## src/rtl/wf68k30l_regfile_sb_pkg.sv

```systemverilog
// Shared operand-size encoding and byte-lane helper for the WF68K30L register file.
package wf68k30L_pkg;

  typedef enum logic [1:0] {
    SZ_NONE = 2'b00,
    SZ_BYTE = 2'b01,
    SZ_LONG = 2'b10,
    SZ_WORD = 2'b11
  } op_size_t;

  // True when byte lane 'lane' (0 = bits [7:0]) is written by an operand of size 'sz'.
  function automatic logic lane_en(input logic [1:0] sz, input int unsigned lane);
    logic en;
    case (sz)
      SZ_BYTE: en = (lane == 0);
      SZ_WORD: en = (lane < 2);
      SZ_LONG: en = 1'b1;
      default: en = 1'b0;
    endcase
    return en;
  endfunction

endpackage

```

## src/rtl/wf68k30l_regfile_sb_if.sv

```systemverilog
// Write/mark/read bundle of the register file with scoreboard.
interface wf68k30l_regfile_sb_if #(
  parameter int NREGS = 8,
  parameter int DW    = 32,
  parameter int NRD   = 2,
  parameter int NWR   = 2
);
  localparam int AW = $clog2(NREGS);

  logic [NWR-1:0]    WR_EN;
  logic [NWR*AW-1:0] WR_SEL;
  logic [NWR*2-1:0]  WR_SIZE;
  logic [NWR*DW-1:0] WR_DATA;
  logic [NWR-1:0]    WR_RETIRE;
  logic [NWR-1:0]    MARK_EN;
  logic [NWR*AW-1:0] MARK_SEL;
  logic              UNMARK;
  logic [NRD*AW-1:0] RD_SEL;
  logic [NRD*DW-1:0] RD_DATA;
  logic [NRD-1:0]    RD_BUSY;
  logic              MARK_REJ;

  modport master (
    output WR_EN, WR_SEL, WR_SIZE, WR_DATA, WR_RETIRE, MARK_EN, MARK_SEL, UNMARK, RD_SEL,
    input  RD_DATA, RD_BUSY, MARK_REJ
  );

  modport slave (
    input  WR_EN, WR_SEL, WR_SIZE, WR_DATA, WR_RETIRE, MARK_EN, MARK_SEL, UNMARK, RD_SEL,
    output RD_DATA, RD_BUSY, MARK_REJ
  );
endinterface

```

## src/rtl/wf68k30l_sb_counter.sv

```systemverilog
// Pending-write counter for one register: saturating marks, zero-floored retires, flush.
module wf68k30l_sb_counter #(
  parameter int CW = 2,
  parameter int MW = 2
) (
  input  logic          CLK,
  input  logic          RESET_N,
  input  logic          unmark,
  input  logic [MW-1:0] mark_cnt,
  input  logic [MW-1:0] retire_cnt,
  output logic          busy,
  output logic          reject
);
  localparam int SW   = CW + MW + 1;
  localparam int MAXV = (1 << CW) - 1;

  logic [CW-1:0] count_reg;
  logic [CW-1:0] count_next;
  logic [SW-1:0] sum_marked;
  logic [SW-1:0] base;
  logic          over;

  always_comb begin
    sum_marked = SW'(count_reg) + SW'(mark_cnt);
    over       = sum_marked > SW'(MAXV);
    // An overflowing cycle refuses every mark to this register, not just the excess.
    base       = over ? SW'(count_reg) : sum_marked;
    reject     = over && !unmark;
    count_next = '0;
    if (!unmark && (base > SW'(retire_cnt)))
      count_next = CW'(base - SW'(retire_cnt));
  end

  always_ff @(posedge CLK or negedge RESET_N) begin
    if (!RESET_N) count_reg <= '0;
    else          count_reg <= count_next;
  end

  assign busy = (count_reg != '0);
endmodule

```

## src/rtl/wf68k30l_regfile_sb.sv

```systemverilog
// Register file with sized byte-lane writes, optional write forwarding and per-register pending-write scoreboard.
module wf68k30l_regfile_sb
  import wf68k30L_pkg::*;
#(
  parameter int NREGS  = 8,
  parameter int DW     = 32,
  parameter int NRD    = 2,
  parameter int NWR    = 2,
  parameter int CW     = 2,
  parameter int BYPASS = 1
) (
  input logic CLK,
  input logic RESET_N,
  wf68k30l_regfile_sb_if.slave bus
);
  localparam int AW = $clog2(NREGS);
  localparam int NB = DW / 8;
  localparam int MW = $clog2(NWR + 1);

  logic [NREGS-1:0][DW-1:0] stored;
  logic [NREGS-1:0][DW-1:0] merged;
  logic [NREGS-1:0]         busy_w;
  logic [NREGS-1:0]         rej_w;
  logic                     mark_rej_reg;

  for (genvar gi = 0; gi < NREGS; gi++) begin : g_reg
    logic [DW-1:0] data_reg;
    logic [DW-1:0] data_next;
    logic [MW-1:0] mark_cnt;
    logic [MW-1:0] retire_cnt;

    // Ports are scanned low to high so the highest-index writer owns each shared lane.
    always_comb begin
      data_next = data_reg;
      for (int p = 0; p < NWR; p++) begin
        if (bus.WR_EN[p] && (bus.WR_SEL[p*AW +: AW] == AW'(gi))) begin
          for (int b = 0; b < NB; b++) begin
            if (lane_en(bus.WR_SIZE[p*2 +: 2], unsigned'(b)))
              data_next[b*8 +: 8] = bus.WR_DATA[p*DW + b*8 +: 8];
          end
        end
      end
    end

    always_comb begin
      mark_cnt   = '0;
      retire_cnt = '0;
      for (int p = 0; p < NWR; p++) begin
        if (bus.MARK_EN[p] && (bus.MARK_SEL[p*AW +: AW] == AW'(gi)))
          mark_cnt = mark_cnt + MW'(1);
        if (bus.WR_EN[p] && bus.WR_RETIRE[p] && (bus.WR_SEL[p*AW +: AW] == AW'(gi)))
          retire_cnt = retire_cnt + MW'(1);
      end
    end

    always_ff @(posedge CLK or negedge RESET_N) begin
      if (!RESET_N) data_reg <= '0;
      else          data_reg <= data_next;
    end

    assign stored[gi] = data_reg;
    assign merged[gi] = data_next;

    wf68k30l_sb_counter #(.CW(CW), .MW(MW)) u_cnt (
      .CLK        (CLK),
      .RESET_N    (RESET_N),
      .unmark     (bus.UNMARK),
      .mark_cnt   (mark_cnt),
      .retire_cnt (retire_cnt),
      .busy       (busy_w[gi]),
      .reject     (rej_w[gi])
    );
  end

  // Reads are forced to zero while reset is held so forwarded write data cannot leak out.
  for (genvar gi = 0; gi < NRD; gi++) begin : g_rd
    logic [AW-1:0] sel;
    assign sel = bus.RD_SEL[gi*AW +: AW];
    assign bus.RD_DATA[gi*DW +: DW] = !RESET_N ? '0 :
                                      (BYPASS != 0) ? merged[sel] : stored[sel];
    assign bus.RD_BUSY[gi] = RESET_N & busy_w[sel];
  end

  always_ff @(posedge CLK or negedge RESET_N) begin
    if (!RESET_N) mark_rej_reg <= 1'b0;
    else          mark_rej_reg <= |rej_w;
  end

  assign bus.MARK_REJ = mark_rej_reg;
endmodule

```

## src/flat_wrapper.sv

```systemverilog
// flat-port wrapper written by rule: the top's interface ports become plain ports
module wf68k30l_regfile_sb_flat import wf68k30L_pkg::*;
#(
  parameter int NREGS  = 8,
  parameter int DW     = 32,
  parameter int NRD    = 2,
  parameter int NWR    = 2,
  parameter int CW     = 2,
  parameter int BYPASS = 1
)
  (CLK, RESET_N, bus_WR_EN, bus_WR_SEL, bus_WR_SIZE, bus_WR_DATA, bus_WR_RETIRE, bus_MARK_EN, bus_MARK_SEL, bus_UNMARK, bus_RD_SEL, bus_RD_DATA, bus_RD_BUSY, bus_MARK_REJ);
  wf68k30l_regfile_sb_if #(.NREGS(NREGS), .DW(DW), .NRD(NRD), .NWR(NWR)) bus_i ();
  input logic CLK;
  input logic RESET_N;
  input wire logic [$bits(bus_i.WR_EN)-1:0] bus_WR_EN;
  input wire logic [$bits(bus_i.WR_SEL)-1:0] bus_WR_SEL;
  input wire logic [$bits(bus_i.WR_SIZE)-1:0] bus_WR_SIZE;
  input wire logic [$bits(bus_i.WR_DATA)-1:0] bus_WR_DATA;
  input wire logic [$bits(bus_i.WR_RETIRE)-1:0] bus_WR_RETIRE;
  input wire logic [$bits(bus_i.MARK_EN)-1:0] bus_MARK_EN;
  input wire logic [$bits(bus_i.MARK_SEL)-1:0] bus_MARK_SEL;
  input wire logic [$bits(bus_i.UNMARK)-1:0] bus_UNMARK;
  input wire logic [$bits(bus_i.RD_SEL)-1:0] bus_RD_SEL;
  output wire logic [$bits(bus_i.RD_DATA)-1:0] bus_RD_DATA;
  output wire logic [$bits(bus_i.RD_BUSY)-1:0] bus_RD_BUSY;
  output wire logic [$bits(bus_i.MARK_REJ)-1:0] bus_MARK_REJ;
  assign bus_i.WR_EN = bus_WR_EN;
  assign bus_i.WR_SEL = bus_WR_SEL;
  assign bus_i.WR_SIZE = bus_WR_SIZE;
  assign bus_i.WR_DATA = bus_WR_DATA;
  assign bus_i.WR_RETIRE = bus_WR_RETIRE;
  assign bus_i.MARK_EN = bus_MARK_EN;
  assign bus_i.MARK_SEL = bus_MARK_SEL;
  assign bus_i.UNMARK = bus_UNMARK;
  assign bus_i.RD_SEL = bus_RD_SEL;
  assign bus_RD_DATA = bus_i.RD_DATA;
  assign bus_RD_BUSY = bus_i.RD_BUSY;
  assign bus_MARK_REJ = bus_i.MARK_REJ;
  wf68k30l_regfile_sb #(.NREGS(NREGS), .DW(DW), .NRD(NRD), .NWR(NWR), .CW(CW), .BYPASS(BYPASS)) u_core (.CLK(CLK), .RESET_N(RESET_N), .bus(bus_i));
endmodule
```

## config.mk

```make
export PLATFORM = sky130hd
export DESIGN_NAME = wf68k30l_regfile_sb_flat
export DESIGN_NICKNAME = d
export VERILOG_FILES = /design/src/rtl/wf68k30l_regfile_sb_pkg.sv /design/src/rtl/wf68k30l_regfile_sb_if.sv /design/src/rtl/wf68k30l_sb_counter.sv /design/src/rtl/wf68k30l_regfile_sb.sv /design/src/flat_wrapper.sv
export SDC_FILE = /design/constraint.sdc
export NUM_CORES = 1
export LEC_CHECK = 0
export ABC_CLOCK_PERIOD_IN_PS = 8200
export CAP_MARGIN = 20
export CELL_PAD_IN_SITES_DETAIL_PLACEMENT = 1
export CELL_PAD_IN_SITES_GLOBAL_PLACEMENT = 1
export CORE_UTILIZATION = 35
export CTS_CLUSTER_SIZE = 10
export DETAILED_ROUTE_END_ITERATION = 12
export PLACE_DENSITY = 0.78
export SYNTH_ARGS = -nofsm -noshare
export SYNTH_HDL_FRONTEND = slang
export SYNTH_HIERARCHICAL = 1
export SYNTH_SLANG_ARGS = --single-unit
```

## constraint.sdc

```tcl
create_clock -name CLK -period 8.2 [get_ports CLK]
set_input_delay 1.64 -clock CLK [delete_from_list [all_inputs] [get_ports CLK]]
set_output_delay 1.64 -clock CLK [all_outputs]
set_load 0.005 [all_outputs]
```

==> impl_metrics.csv, run 1 <==
group,metric,value,unit
outcome,status,"finished, final reports clean",
global_routing,grt_pass1_wl,146,mm
pwr,ir_drop,0.112,mV
yosys,ys_warn_count,6,
clock_tree,cts_buffer_depth,3,
clock_tree,cts_root_buffer,"clkbuf_16",
yosys,syn_area,19400,µm²
floorplan,die_w,237,µm
floorplan,dieArea,56300,µm²
routing,drtPass1Iterations,9,
global_routing,grt.overflow.total,0,
timing,clock_skew,0.00396,ns
pwr,p_leak,8.34,nW
yosys,synth-edff-count,0,
timing,finalSetupViolations,0,
routing,drt-initial-drc-count,3006,
routing,ant_nets,0,
placed_design,port_buffers,161,
layout,drive_gt1_share,10.5,%
setup_path,end_kind,"primary output",
clock_tree,holdBufCountCts,0,
setup_path,worstSetupPathType,"primary input to primary output",
floorplan,std_cell_rows,85,
timing,fin_crit_sh,92.5,%
clock_tree,ctsResizeCount,0,
layout,fin_util,41.6,%
yosys,syn_avg_cell_area,8.20,µm²
routing,drt_wl_total,98.0,mm
floorplan,die_y,237,µm
yosys,synthFlopType,"dfrtp_1",
setup_path,worstSetupStartpointType,"primary input",
yosys,synth-async-reset-ratio,100,%
pwr,powerDensity,215,nW/µm²
global_routing,grt_pass1_vias,22507,
routing,vias,21950,
routing,detail_route.wl_per_cell,31.7,µm
layout,fin_nets,2511,
global_routing,grt_max_degree,119,
timing,rsz0062_at_grt,"no",
floorplan,start_util,35.7,%
setup_path,worstPathRequired,6.56,ns
clock_tree,path_clk_slew,0.06,ns
layout,area_growth,16.3,%
yosys,yosysSeqAreaShare,35.3,%
yosys,ys_ff_latch,273,
yosys,ys_types,81,
placed_design,place_congestion,1.02,
timing,hold_viol,0,
clock_tree,cts_sinks,273,
timing,min_period,7.58,ns
floorplan,core_area,54200,µm²
yosys,netlist_instances,2363,
yosys,syn_nets,2506,
clock_tree,clkLatencyLatePin,0.58,ns
setup_path,arrival,5.94,ns
floorplan,pin_count,162,
flow_run,max_cap_violations,0,
timing,fin_setup_tns,0,ns
clock_tree,numCtsBuffers,36,
routing,drc_errors,0,
setup_path,cp_max_fo,24,
global_routing,antenna_found_initial,6,
clock_tree,post_cts_buffers,0,
clock_tree,cts_tree,"yes",
routing,vias_per_cell,7.10,
min_path,min_path_type,"flip-flop to flip-flop",
timing,fmax,132,MHz
global_routing,grt_use_total,34.3,%
timing,slew_headroom,18.8,%
placed_design,dp_hpwl,65.4,mm
clock_tree,cts.htree.levels,2,
layout,largest_register_ffs,256,
timing,tightestPinTransition,1.22,ns
timing,drv_slew,0,
==> layout make-up <==
cell class | count | area [µm²]
fill | 6368 | 31700
clock inverter | 5 | 32.5
tap | 696 | 871
antenna | 2 | 5.00
multi-input combinational | 1772 | 11200
sequential | 273 | 6830
timing repair buffer | 258 | 2400
clock buffer | 57 | 1080
inverter | 27 | 101
==> kinds of logic (layout without fill, tap and decap cells) <==
logic type	count (synthesis)	count (layout)	share of synthesized area (%)
AO/OA/AOI/OAI	803	803	26.6
adder cells (fa/ha/maj)	48	48	3.41
buffers and inverters	318	347	7.07
flip-flops	273	273	35.3
multiplexers	95	95	5.42
other	0	2	0
AND/OR/NAND/NOR	826	826	22.3
==> final timing paths <==
check                                                    from                            endpoint  slack (ns)  cells past startpoint
setup / recovery                                bus_WR_SEL[2]                     bus_RD_DATA[31]        0.62                      8
hold / removal                   u_core/g_reg[0].data_reg[13]        u_core/g_reg[0].data_reg[13]        0.58                      2
setup reg to reg           u_core/g_reg[7].u_cnt/count_reg[0]  u_core/g_reg[7].u_cnt/count_reg[1]        6.10                      6
hold reg to reg                  u_core/g_reg[0].data_reg[13]        u_core/g_reg[0].data_reg[13]        0.58                      2
max in group asynchronous                             RESET_N        u_core/g_reg[7].data_reg[16]        5.88                      3
min in group asynchronous                             RESET_N        u_core/g_reg[5].data_reg[13]        1.09                      1
==> power by group <==
group          total [mW]  switching, mW  leakage (nW)  internal, mW
registers            1.76         0.0827          3.31          1.67
clock network        1.57          0.672         0.548         0.902
logic                1.51          0.964          4.49         0.550
==> Yosys cell counts (all sizes together), types with 7 or more instances <==
master | n | area (µm²)
mux2 | 39 | 439
o221ai | 43 | 377
clkbuf | 194 | 734
nor2b | 26 | 163
fa | 8 | 160
nand3b | 15 | 113
mux2i | 52 | 521
nor4 | 26 | 163
o21ai | 254 | 1270
nor2 | 127 | 484
ha | 40 | 500
and3 | 28 | 175
nor3 | 186 | 931
a21oi | 78 | 420
a31oi | 186 | 1230
buf | 97 | 534
and2 | 14 | 87.6
a22o | 11 | 96.3
o22a | 15 | 131
a221oi | 8 | 70.1
nand3 | 180 | 906
a211oi | 9 | 67.6
a2bb2oi | 15 | 138
o22ai | 74 | 463
dfrtp | 273 | 6830
inv | 25 | 93.8
a21boi | 7 | 52.6
o211ai | 25 | 188
nand2b | 34 | 213
or3 | 16 | 100
a22oi | 30 | 225
o21a | 14 | 105
or2 | 35 | 219
nand2 | 102 | 385
==> cell usage in the layout (no fill, tap or decap), types with 25 or more instances in the layout <==
cell	netlist	layout
mux2_2	37	37
nor3_1	186	186
clkdlybuf4s50_1	0	157
nor2b_1	26	26
buf_4	11	91
clkbuf_16	0	37
o22ai_1	74	74
nand2_1	101	100
nand3_1	179	179
mux2i_1	52	52
nand2b_1	34	31
a31oi_1	176	176
nor2_1	124	122
ha_1	40	40
o211ai_1	25	25
o221ai_1	43	43
dfrtp_1	273	273
o21ai_0	239	239
a21oi_1	70	70
a22oi_1	30	30
inv_1	25	25
and3_1	28	28
nor4_1	26	26
==> metal layers <==
layer / up-vias / track usage [%] / routed length (µm)
met5: - / 0 / 36
met4: 6 / 22.1 / 6740
met3: 470 / 9.33 / 12000
met2: 1675 / 50.4 / 41700
met1: 10893 / 44.5 / 37500
li1: 8906 / - / -
==> critical path, stage by stage <==
cell and delay (ns):
clkdlybuf4s50_1 1.00, and4b_1 0.87, nand3_1 0.15, a31oi_1 0.39, o22ai_1 0.15, or3_1 0.41
nor3_1 0.68, clkdlybuf4s50_1 0.65
==> stage by stage <==
step	setup WS [ns]	area (µm²)	power, mW	cells	hold WS [ns]
2_1_floorplan	3.14	19400	2.63	2363	0.521
3_3_place_gp	1.02	21400	3.15	3026	0.541
3_5_place_dp	0.886	21400	3.22	3026	0.563
4_1_cts	0.834	22500	4.79	3088	0.575
5_1_grt	0.520	22500	5.01	3089	0.593
6_report	0.617	22500	4.84	3090	0.582
No activity file was read; power rests on OpenSTA's default activity.
==> run 2: changes to the inputs <==
--- a/config.mk
+++ b/config.mk
@@ -12,7 +12,8 @@
 export CORE_UTILIZATION = 35
 export CTS_CLUSTER_SIZE = 10
 export DETAILED_ROUTE_END_ITERATION = 12
-export PLACE_DENSITY = 0.78
+export DONT_BUFFER_PORTS = 1
+export PLACE_DENSITY = 0.73
 export SYNTH_ARGS = -nofsm -noshare
 export SYNTH_HDL_FRONTEND = slang
 export SYNTH_HIERARCHICAL = 1
==> impl_metrics.csv, run 2 (synthesized netlist as in run 1, its figures left out) <==
group,metric,value,unit
outcome,status,"finished, final reports clean",
timing,hold_viol,0,
routing,detail_route.wl_per_cell,33.8,µm
layout,drive_gt1_share,9.00,%
timing,drv_slew,0,
global_routing,antenna_found_initial,1,
routing,drtPass1Iterations,8,
setup_path,worstPathRequired,6.56,ns
clock_tree,clkLatencyLatePin,0.54,ns
clock_tree,post_cts_buffers,0,
layout,diodes,0,
setup_path,rr_endpoint,"u_core/g_reg[5].u_cnt/count_reg[1]",
setup_path,cp_top_family,"simple AND/OR/NAND/NOR gates",
global_routing,grt_max_degree,341,
setup_path,rrSetupSlack,6.05,ns
pwr,ir_drop,0.124,mV
global_routing,grt_pass1_vias,21830,
global_routing,grt_use_total,33.8,%
setup_path,arrival,4.69,ns
setup_path,worstSetupPathType,"primary input to primary output",
floorplan,pin_count,162,
setup_path,path_buf_inv,1,
timing,fin_setup_tns,0,ns
floorplan,std_cell_rows,85,
clock_tree,cts.htree.levels,2,
routing,ant_nets,0,
setup_path,cp_max_fo,45,
pwr,powerDensity,221,nW/µm²
clock_tree,cts_tree,"yes",
clock_tree,ctsResizeCount,0,
timing,finalSetupViolations,0,
flow_run,max_cap_violations,0,
timing,tightestPinTransition,1.23,ns
layout,mostFrequentLayoutCells,"dfrtp_1 (273), o21ai_0 (239), nor3_1 (186)",
routing,drt_wl_total,97.0,mm
placed_design,dp_hpwl,61.8,mm
layout,largest_register_ffs,256,
layout,final_common_cell,"dfrtp_1",
routing,vias_per_cell,7.36,
min_path,hold_path_end,"u_core/g_reg[7].data_reg[16]",
placed_design,port_buffers,0,
timing,fin_crit_sh,77.2,%
min_path,min_from,"u_core/g_reg[7].data_reg[16]",
clock_tree,path_clk_slew,0.06,ns
timing,slew_headroom,18.0,%
setup_path,crit_chain,"nand4b_4 > or2_1 > buf_8 > a31oi_1 > o22ai_1 > or3_1 > nor3_1",
clock_tree,cts_root_buffer,"clkbuf_16",
min_path,hold_depth,2,
layout,final_area,20500,µm²
layout,area_growth,5.71,%
floorplan,die_w,237,µm
layout,fin_util,37.8,%
placed_design,place_area,19400,µm²
placed_design,place_congestion,0.934,
timing,rsz0062_at_grt,"no",
timing,fmax,158,MHz
placed_design,pre_cts_slack,1.80,ns
clock_tree,numCtsBuffers,36,
clock_tree,holdBufCountCts,0,
global_routing,grt.overflow.total,0,
floorplan,dieArea,56300,µm²
timing,timing.final.ws_setup,1.87,ns
clock_tree,cts_buffer_depth,3,
routing,drt-initial-drc-count,3144,
floorplan,die_y,237,µm
timing,min_period,6.33,ns
setup_path,critPathMaxStageDelay,0.74,ns
floorplan,core_area,54200,µm²
timing,clock_skew,0.00412,ns
min_path,min_path_type,"flip-flop to flip-flop",
global_routing,grt_pass1_wl,144,mm
setup_path,reg2reg_from,"u_core/g_reg[5].u_cnt/count_reg[0]",
setup_path,slowest_stage,"or2_1",
clock_tree,cts_sinks,273,
routing,vias,21155,
setup_path,end_kind,"primary output",
setup_path,worstSetupStartpointType,"primary input",
layout,fin_nets,2301,
floorplan,start_util,35.7,%
setup_path,reg2reg_depth,6,
routing,drc_errors,0,
pwr,p_leak,7.46,nW
## run 2: routing by layer
layer  vias up  global-route usage [%]  routed length, µm
met1     10695                    43.8              37400
met2      1585                    51.0              42200
met4         2                    17.5               5320
met5         -                       0                  9
li1       8479                       -                  -
met3       394                    9.81              12100
## run 2: area by class of cell
class | instances | area (µm²)
Inverter | 27 | 101
Timing Repair Buffer | 48 | 393
Sequential cell | 273 | 6830
Multi-Input combinational cell | 1772 | 11200
Clock buffer | 51 | 1030
Tap cell | 696 | 871
Clock inverter | 6 | 41.3
Fill cell | 6368 | 33800
## run 2: worst max-delay path by stage
stage	startpoint	end	slack, ns	depth (start not counted)
after floorplan	bus_WR_SEL[5]	bus_RD_DATA[2]	3.14	9
after global placement	bus_WR_SIZE[2]	bus_RD_DATA[25]	1.95	6
after detailed placement	bus_WR_SIZE[2]	bus_RD_DATA[31]	1.80	6
after CTS	bus_WR_SIZE[2]	bus_RD_DATA[31]	1.80	6
after global routing	bus_WR_SIZE[2]	bus_RD_DATA[31]	1.86	7
final	bus_WR_SIZE[2]	bus_RD_DATA[31]	1.87	7
## run 2: worst reg2reg max path, stage by stage, from the launching register on
cell and delay (ns):
dfrtp_1 0.40, ha_1 0.20, fa_1 0.44, mux2_2 0.32
ha_1 0.32, or2_1 0.26, a21oi_2 0.14
## run 2: power by group
part	internal [mW]	leakage, nW	switching (mW)	total, mW
clock network	0.869	0.528	0.663	1.53
logic	0.430	3.63	0.804	1.23
registers	1.67	3.31	0.0844	1.76
## run 2: through the flow
stage | hold WS, ns | instances | total power [mW]
after global placement | 0.540 | 2812 | 2.88
after global routing | 0.585 | 2873 | 4.68
final | 0.563 | 2873 | 4.52
after detailed placement | 0.550 | 2812 | 2.94
after CTS | 0.559 | 2869 | 4.47
after floorplan | 0.521 | 2363 | 2.63
